--- config.mk ---
export PLATFORM = sky130hd
export DESIGN_NAME = keypad_scanner
export DESIGN_NICKNAME = d
export VERILOG_FILES = /design/src/rtl/keypad_pkg.sv /design/src/rtl/keypad_scanner_row_sync.sv /design/src/rtl/keypad_scanner.sv
export SDC_FILE = /design/constraint.sdc
export NUM_CORES = 1
export LEC_CHECK = 0
export CAP_MARGIN = 5
export CORE_ASPECT_RATIO = 1.5
export CORE_MARGIN = 8
export CORE_UTILIZATION = 36
export CTS_BUF_LIST = sky130_fd_sc_hd__clkbuf_4
export CTS_CLUSTER_SIZE = 8
export DETAILED_ROUTE_END_ITERATION = 10
export SETUP_SLACK_MARGIN = 0.1
export SYNTH_ARGS = -nofsm -noshare
export SYNTH_HDL_FRONTEND = slang
export SYNTH_SLANG_ARGS = --single-unit
--- constraint.sdc ---
create_clock -name clk -period 14.2 [get_ports clk]
set_input_delay 3.55 -clock clk [delete_from_list [all_inputs] [get_ports clk]]
set_output_delay 3.55 -clock clk [all_outputs]
set_load 0.03 [all_outputs]
--- src/rtl/keypad_pkg.sv ---
// keypad_pkg: shared types, snapshot classification and key legend for the keypad scanner.
package keypad_pkg;
    typedef enum logic [1:0] {IDLE, DEBOUNCE, PRESSED, RELEASE} state_t;
    typedef enum logic [1:0] {CLS_NONE, CLS_SINGLE, CLS_MULTI} snap_cls_t;
    typedef struct packed {
        snap_cls_t  cls;
        logic [3:0] code;
    } snap_info_t;
    localparam logic [3:0] KEY_STAR = 4'd12;
    localparam logic [3:0] KEY_HASH = 4'd14;
    // Legend value per key index, nibble i = index i; * and # map to E and F.
    localparam logic [63:0] KEY_VALUES = 64'hDF0E_C987_B654_A321;
    function automatic logic [3:0] key_value(input logic [3:0] idx);
        return KEY_VALUES[idx*4 +: 4];
    endfunction
    // Snapshot bit col*4+row is reported as key index row*4+col.
    function automatic snap_info_t classify(input logic [15:0] snap);
        snap_info_t info;
        int n;
        n = 0;
        info.code = '0;
        for (int i = 0; i < 16; i++) begin
            if (snap[i]) begin
                n++;
                info.code = {i[1:0], i[3:2]};
            end
        end
        info.cls = n == 0 ? CLS_NONE : n == 1 ? CLS_SINGLE : CLS_MULTI;
        return info;
    endfunction
endpackage

--- src/rtl/keypad_scanner_row_sync.sv ---
// row_sync: two-flop synchroniser for the asynchronous keypad rows, idling high.
module row_sync (
    input  logic       clk,
    input  logic       rst,
    input  logic [3:0] d,
    output logic [3:0] q
);
    logic [3:0] meta;
    always_ff @(posedge clk or posedge rst) begin
        if (rst) {q, meta} <= '1;
        else     {q, meta} <= {meta, d};
    end
endmodule

--- src/rtl/keypad_scanner.sv ---
// keypad_scanner: round-robin 4x4 keypad column driver with debounced single-key press reporting.
module keypad_scanner
    import keypad_pkg::*;
#(
    parameter int SCAN_DIV       = 100000,
    parameter int DEBOUNCE_SCANS = 4
) (
    input  logic       clk,
    input  logic       rst,
    input  logic [3:0] row_in,
    output logic [3:0] col_out,
    output logic       key_valid,
    output logic [3:0] key_code,
    output logic       key_held
);
    localparam int SW = $clog2(SCAN_DIV);
    localparam int CW = $clog2(DEBOUNCE_SCANS + 1);
    logic [3:0]    rows;
    logic          run;
    logic [SW-1:0] slot;
    logic [1:0]    col_idx;
    logic [15:0]   snap, snap_n;
    logic          slot_end, scan_done, fire;
    snap_info_t    info;
    state_t        state, state_n;
    logic [3:0]    cand, cand_n;
    logic [CW-1:0] cnt, cnt_n;
    row_sync u_row_sync (.clk(clk), .rst(rst), .d(row_in), .q(rows));
    assign slot_end  = slot == SW'(SCAN_DIV - 1);
    assign scan_done = run && slot_end && col_idx == 2'd3;
    assign col_out   = run ? ~(4'b1 << col_idx) : 4'hF;
    always_comb begin
        snap_n = snap;
        snap_n[col_idx*4 +: 4] = ~rows;
    end
    assign info = classify(snap_n);
    // run holds the columns released until the first cycle after reset.
    always_ff @(posedge clk or posedge rst) begin
        if (rst) begin
            run     <= 1'b0;
            slot    <= '0;
            col_idx <= '0;
            snap    <= '0;
        end else if (!run) begin
            run <= 1'b1;
        end else if (slot_end) begin
            slot    <= '0;
            col_idx <= col_idx + 2'd1;
            snap    <= snap_n;
        end else begin
            slot <= slot + 1'b1;
        end
    end
    always_comb begin
        state_n = state;
        cand_n  = cand;
        cnt_n   = cnt;
        fire    = 1'b0;
        if (scan_done) begin
            case (state)
                IDLE: if (info.cls == CLS_SINGLE) begin
                    cand_n  = info.code;
                    cnt_n   = CW'(1);
                    fire    = DEBOUNCE_SCANS == 1;
                    state_n = DEBOUNCE_SCANS == 1 ? PRESSED : DEBOUNCE;
                end
                DEBOUNCE: if (info.cls != CLS_SINGLE) begin
                    state_n = IDLE;
                end else if (info.code != cand) begin
                    cand_n = info.code;
                    cnt_n  = CW'(1);
                end else if (int'(cnt) + 1 >= DEBOUNCE_SCANS) begin
                    state_n = PRESSED;
                    fire    = 1'b1;
                end else begin
                    cnt_n = cnt + 1'b1;
                end
                PRESSED: if (info.cls == CLS_NONE) begin
                    cnt_n   = CW'(1);
                    state_n = DEBOUNCE_SCANS == 1 ? IDLE : RELEASE;
                end
                RELEASE: if (info.cls != CLS_NONE) begin
                    state_n = PRESSED;
                end else if (int'(cnt) + 1 >= DEBOUNCE_SCANS) begin
                    state_n = IDLE;
                end else begin
                    cnt_n = cnt + 1'b1;
                end
                default: state_n = IDLE;
            endcase
        end
    end
    always_ff @(posedge clk or posedge rst) begin
        if (rst) begin
            state     <= IDLE;
            cand      <= '0;
            cnt       <= '0;
            key_valid <= 1'b0;
            key_code  <= '0;
            key_held  <= 1'b0;
        end else begin
            state     <= state_n;
            cand      <= cand_n;
            cnt       <= cnt_n;
            key_valid <= fire;
            if (fire) key_code <= cand_n;
            key_held  <= state_n == PRESSED || state_n == RELEASE;
        end
    end
endmodule

==> results of run 1 <==
## stage by stage
step                setup slack [ns]  cells  area [sq um]  total power, mW
floorplan                      3.001    641          5448           0.2466
global placement               2.232    837          5762           0.2606
detailed placement             1.669    837          5762           0.2635
CTS                            1.643    852          5887           0.3810
global route                  0.5488    853          5889           0.4004
finish                         1.616    853          5889           0.3754
## path summary, 6_finish.rpt
| path | start | endpoint | depth (start not counted) |
|---|---|---|---|
| max | col_idx[0] | key_code[3] | 57 |
| min | u_row_sync.meta[0] | u_row_sync.q[0] | 0 |
| max reg2reg | col_idx[0] | key_code[3] | 57 |
| min reg2reg | u_row_sync.meta[0] | u_row_sync.q[0] | 0 |
| max in group asynchronous | rst | snap[2] | 3 |
| min in group asynchronous | rst | slot[11] | 3 |
## layout make-up
class,instances,area (sq um)
fillers,1528,9044
repair buffers,17,165.2
clock buffers,9,67.56
flip-flops and latches,59,1486
diodes,1,2.502
clock inverters,6,57.56
multi-input cells,539,3775
well taps,199,249.0
inverters,23,86.33
## cells by family after synthesis
kind of cell    synth area share, %
simple gates                  26.16
compound gates                19.45
xor+xnor                      12.82
flops                         27.29
buf+inv                       3.422
mux                           6.201
fa+ha+maj                     4.593
other cells                 0.06884
## power breakdown
group	total [mW]	internal [mW]	switching, mW
clock	0.115	0.0512	0.0637
combinational	0.0729	0.0317	0.0413
sequential	0.188	0.177	0.0109
total	0.375	0.259	0.116
## placed cells by master, fill, tap and decap left out, drive strengths merged, types with 4 or more instances in the layout
master / Yosys / layout
nor2b: 7 / 7
clkdlybuf4s50: 0 / 15
nand2b: 10 / 10
nand3: 25 / 25
dfrtp: 51 / 51
or4b: 4 / 4
a2111oi: 4 / 4
nor2: 44 / 44
mux2i: 15 / 15
o31ai: 6 / 6
mux2: 16 / 16
dfstp: 8 / 8
a31oi: 6 / 6
and3: 9 / 9
or2: 6 / 6
ha: 20 / 20
a211o: 4 / 4
clkbuf: 12 / 9
nand2: 85 / 85
nand4: 14 / 14
nor3b: 5 / 5
xnor2: 41 / 41
or3: 7 / 7
nor3: 17 / 17
o22ai: 10 / 10
a21oi: 22 / 22
and2: 12 / 12
xor2: 15 / 15
o2bb2ai: 4 / 4
xnor3: 6 / 6
nor4b: 6 / 6
a21o: 5 / 5
nor4: 6 / 6
o211ai: 6 / 6
and4: 4 / 4
inv: 23 / 23
o21ai: 48 / 48
a2bb2oi: 6 / 6
## sequential cells by signal, indices dropped and copies added, names as in the netlist
signal / cells
state: 2
col_idx: 2
u_row_sync.q: 4
key_valid: 1
key_code: 4
key_held: 1
run: 1
cand: 4
snap: 16
cnt: 3
u_row_sync.meta: 4
slot: 17
## per-layer routing
layer | share of wire, % | wire length, microns
met5 | 0 | 0
met4 | 3.8 | 505
met3 | 2.4 | 316
met2 | 53 | 6978
met1 | 41 | 5432
## worst register-to-register path: cells and delay by family, from the launching register on
kind / cells / cell delay, ns
muxes: 2 / 0.55
AOI/OAI and AO/OA: 19 / 3.52
xor gates and xnor gates: 2 / 0.35
adders and majority gates: 15 / 4.64
and+or+nand+nor: 14 / 2.23
buffers and inverters: 5 / 0.49
DFF: 1 / 0.68
==> impl_metrics.json, run 1 <==
{
  "finalSetupTns_ns": 0,
  "post-route-min-period_ns": 12.58,
  "synth_cells": 641,
  "drt-wirelength-per-cell_microns": 15.51,
  "async_flop_share_pct": 100.0,
  "worstPathArrival_ns": 12.88,
  "ys_ff_latch": 59,
  "synth_edf_count": 0,
  "hpwlAfterDp_microns": 10290,
  "tightest_slew_ns": 0.9007,
  "slew_headroom_pct": 39.40,
  "area_growth_pct": 8.108,
  "layout.nets": 675,
  "use_met2_pct": 25.50,
  "critPathLaunchType": "flip-flop",
  "clockRootBuffer": "clkbuf_4",
  "synth_area_leaders": "dfrtp_1, xnor2_1, nand2_1",
  "synth.top_cell.area_share_pct": 23.43,
  "grt_use_met1_pct": 15.83,
  "grt_pass1_vias": 4833,
  "holdWs_ns": 0.3495,
  "die-area_sq_um": 19410,
  "seq_area_frac_synth_pct": 27.29,
  "core.rowCount": 55,
  "core_area_sq_um": 14930,
  "leakagePower_nw": 2.337,
  "postCtsSetupBuffers": 0,
  "dr.pass1.iters": 4,
  "cp-end-kind": "flip-flop",
  "final-setup-viol-count": 0,
  "synth_top_area_cell": "dfrtp_1",
  "dominantRegCellSynth": "dfrtp_1",
  "peakVddDrop_mv": 0.08618,
  "clock_sinks": 59,
  "path_buf_inv": 5,
  "grt_first_pass_wirelength_microns": 22660,
  "path_delay_family": "adder cells",
  "place.gp.congestion": 0.9028,
  "drive_gt1_share_pct": 10.72,
  "use_met3_pct": 2.172,
  "die_h_microns": 166.7,
  "hold_violations": 0,
  "htreeDepth": 3,
  "post_cts_resized": 0,
  "cts_hold_buf": 0,
  "required_ns": 14.50,
  "status": "finished, final reports clean",
  "post-route-period-util_pct": 88.62,
  "avgSynthCellArea_sq_um": 8.499,
  "ys_warn_count": 0,
  "min_path_type": "flip-flop to flip-flop",
  "rsz0062_at_grt": "false",
  "die_x_microns": 116.4,
  "powerDensity_nw_per_um2": 63.74,
  "cts_tree": "done",
  "postLayoutCoreUtil_pct": 39.44,
  "worst_path_most_repeated_cell": "ha_1",
  "reg2reg_slack_ns": 1.62,
  "viasPerCell": 5.593,
  "route.detailed.drc": 0,
  "drv_cap": 0,
  "io_pins": 16,
  "yosysMostFrequentCell": "nand2_1",
  "grt_usage_pct": 14.32,
  "grt_max_degree": 60,
  "clockBufferDepth": 2,
  "initial_core_util_pct": 36.48,
  "crit_slowest_cell": "dfrtp_1",
  "syn_area_sq_um": 5448,
  "clk_pin_slew_ns": 0.11,
  "fmax_mhz": 79.47,
  "syn_nets": 667,
  "cts_buffers": 9,
  "grt_antenna_before_repair": 1,
  "busiest_layer": "met2",
  "slew_viol_final": 0,
  "grt_overflow_total": 0,
  "drtIter0Drc": 186,
  "criticalPathCategory": "flip-flop to flip-flop",
  "ant_nets": 0,
  "vias": 4771,
  "yosysUniqueCellTypes": 87,
  "max_stage_delay_ns": 0.68,
  "clock_skew_ns": 0.01754,
  "synth_commonest_cells": "nand2_1, dfrtp_1, o21ai_0",
  "numPortBuffers": 15,
  "wl_microns": 13230,
  "clk_latency_ns": 0.41,
  "path_max_fanout": 15
}
No activity file was read; power rests on OpenSTA's default activity.
==> run 2: changes to the inputs <==
--- a/config.mk
+++ b/config.mk
@@ -5,6 +5,7 @@
 export SDC_FILE = /design/constraint.sdc
 export NUM_CORES = 1
 export LEC_CHECK = 0
+export ABC_AREA = 1
 export CAP_MARGIN = 5
 export CORE_ASPECT_RATIO = 1.5
 export CORE_MARGIN = 8
==> run 2 against run 1 <==
Register-to-register slack better by 2.2 ns; synthesized cell count rose by 21%; clock skew is 0.0053 ns higher; synthesized area is 6.9% lower; largest cell class unchanged; final area decreased by 5.8%; critical endpoint is now key_code[1]; non-clock buffer count stayed put; hold slack improved by 0.0098 ns; wire length shrank 18%; largest power group unchanged; global-route usage shrank 1.4 points; sequential power hardly changed.
==> impl_metrics.json, run 2 <==
{
  "fmax_mhz": 96.56,
  "startpoint": "col_idx[0]",
  "pre_cts_slack_ns": 3.768,
  "grt_overflow_total": 0,
  "status": "finished, final reports clean",
  "synth_commonest_cells": "nand2_1, inv_1, nor2_1",
  "area_growth_pct": 9.371,
  "cts_hold_buf": 0,
  "total_switching_power_uw": 113.5,
  "dr.pass1.iters": 4,
  "post_dp_cell_area_sq_um": 5414,
  "largest_register_ff_count": 17,
  "synth_edf_count": 0,
  "finalSetupTns_ns": 0,
  "grt_pass1_vias": 4721,
  "syn_nets": 799,
  "vias": 4666,
  "required_ns": 14.53,
  "top_regs": "slot (17), snap (16)",
  "grt_usage_pct": 12.96,
  "criticalPathCategory": "flip-flop to flip-flop",
  "hold_violations": 0,
  "ys_ff_latch": 59,
  "dominantRegCellSynth": "dfrtp_1",
  "internal_power_uw": 256.3,
  "htreeDepth": 3,
  "cts_tree": "done",
  "path_max_fanout": 9,
  "final_cell_mix": "nand2_1, inv_1, nor2_1",
  "drv_cap": 0,
  "clockBufferDepth": 2,
  "leakagePower_nw": 2.783,
  "numPortBuffers": 15,
  "place_inst": 948,
  "p_clk_share_pct": 31.2,
  "worstPathArrival_ns": 10.69,
  "pwr-share-seq_pct": 50.3,
  "worst_path_most_repeated_cell": "nand2_1",
  "avgSynthCellArea_sq_um": 6.564,
  "cts_buffers": 9,
  "final-setup-viol-count": 0,
  "synth_top_area_cell": "dfrtp_1",
  "place.gp.congestion": 0.8547,
  "powerDensity_nw_per_um2": 66.66,
  "die_x_microns": 112.9,
  "core_area_sq_um": 13930,
  "drive_gt1_share_pct": 13.77,
  "synth_area_leaders": "dfrtp_1, nand2_1, inv_1",
  "cp-end-kind": "flip-flop",
  "post-route-min-period_ns": 10.36,
  "clk_latency_ns": 0.40,
  "clock_sinks": 59,
  "crit_slowest_cell": "dfrtp_1",
  "layout.nets": 820,
  "clock_skew_ns": 0.02282,
  "critPathLaunchType": "flip-flop",
  "min_path_type": "flip-flop to flip-flop",
  "yosysMostFrequentCell": "nand2_1",
  "clockRootBuffer": "clkbuf_4",
  "synth.top_cell.area_share_pct": 25.15,
  "tightest_slew_ns": 0.7421,
  "grt_first_pass_wirelength_microns": 20000,
  "post_cts_resized": 0,
  "final_cell_count_no_fill": 965,
  "synth_cells": 773,
  "grt_max_degree": 60,
  "seq_area_frac_synth_pct": 29.30,
  "slew_viol_final": 0,
  "rsz0062_at_grt": "false",
  "postCtsSetupBuffers": 0,
  "post-route-period-util_pct": 72.93,
  "clk_pin_slew_ns": 0.09,
  "die-area_sq_um": 18230,
  "async_flop_share_pct": 100.0,
  "drtIter0Drc": 126,
  "largest_register": "slot",
  "core.rowCount": 53,
  "peakVddDrop_mv": 0.06986,
  "min_from": "u_row_sync.meta[1]",
  "io_pins": 16,
  "final_common_cell": "nand2_1",
  "initial_core_util_pct": 36.43,
  "yosysUniqueCellTypes": 50,
  "max_stage_delay_ns": 0.54,
  "grt_antenna_before_repair": 1,
  "combPwrFrac_pct": 18.5,
  "slew_headroom_pct": 50.52,
  "ys_warn_count": 0,
  "drt-wirelength-per-cell_microns": 11.25,
  "viasPerCell": 4.835,
  "power.share.switching_pct": 30.70,
  "postLayoutCoreUtil_pct": 39.85,
  "wl_microns": 10850,
  "r2r_start": "col_idx[0]",
  "ant_nets": 0,
  "die_h_microns": 161.4,
  "route.detailed.drc": 0,
  "syn_area_sq_um": 5074,
  "post-route-cell-area_sq_um": 5549,
  "fin_ws_ns": 3.843,
  "hpwlAfterDp_microns": 8813
}
run 2: power by group through the flow:
stage,logic (mW),registers [mW],clock network [mW]
5_1_grt,0.0816,0.187,0.128
6_report,0.0685,0.186,0.115
3_3_place_gp,0.0687,0.189,0
4_1_cts,0.0697,0.186,0.121
3_5_place_dp,0.0698,0.189,0
2_1_floorplan,0.0570,0.186,0
run 2: worst paths after layout:
path,end,cells after the start,slack (ns)
max in group asynchronous,snap[2],3,10.02
max,key_code[1],64,3.84
min reg2reg,u_row_sync.q[1],0,0.36
min,u_row_sync.q[1],0,0.36
max reg2reg,key_code[1],64,3.84
min in group asynchronous,slot[16],3,3.66
run 2: kinds of logic after synthesis:
kind of cell | synth area share [%]
and+or+nand+nor | 42.66
buffers and inverters | 10.80
AOI/OAI and AO/OA | 10.65
DFF | 29.30
adders and majority gates | 4.932
xor gates and xnor gates | 1.381
other | 0.07391
muxes | 0.1973
run 2: cell type report:
type / count / area [sq um]
clock inverters: 6 / 57.56
inverters: 137 / 514.2
well taps: 165 / 206.4
diodes: 1 / 2.502
multi-input cells: 570 / 3042
flip-flops and latches: 59 / 1486
fillers: 1501 / 8377
clock buffers: 10 / 75.07
repair buffers: 17 / 165.2
run 2: per-layer routing:
layer,global-route usage (%),vias up,wire length (microns)
li1,-,2517,-
met1,14.36,2090,4802
met2,24.04,43,5670
met3,1.906,16,182
met4,5.231,0,196
met5,0,-,0
run 2: through the flow:
stage / total power [mW] / hold WS, ns
2_1_floorplan: 0.2433 / 0.3452
3_3_place_gp: 0.2576 / 0.3454
3_5_place_dp: 0.2585 / 0.3469
4_1_cts: 0.3764 / 0.3608
5_1_grt: 0.3971 / 0.3625
6_report: 0.3699 / 0.3593
run 2: critical path, delay by kind of cell, from the launching register on:
family / cells / cell delay, ns
compound gates: 5 / 0.87
fa+ha+maj: 15 / 4.22
buf+inv: 9 / 0.69
flops: 1 / 0.54
simple gates: 35 / 3.99
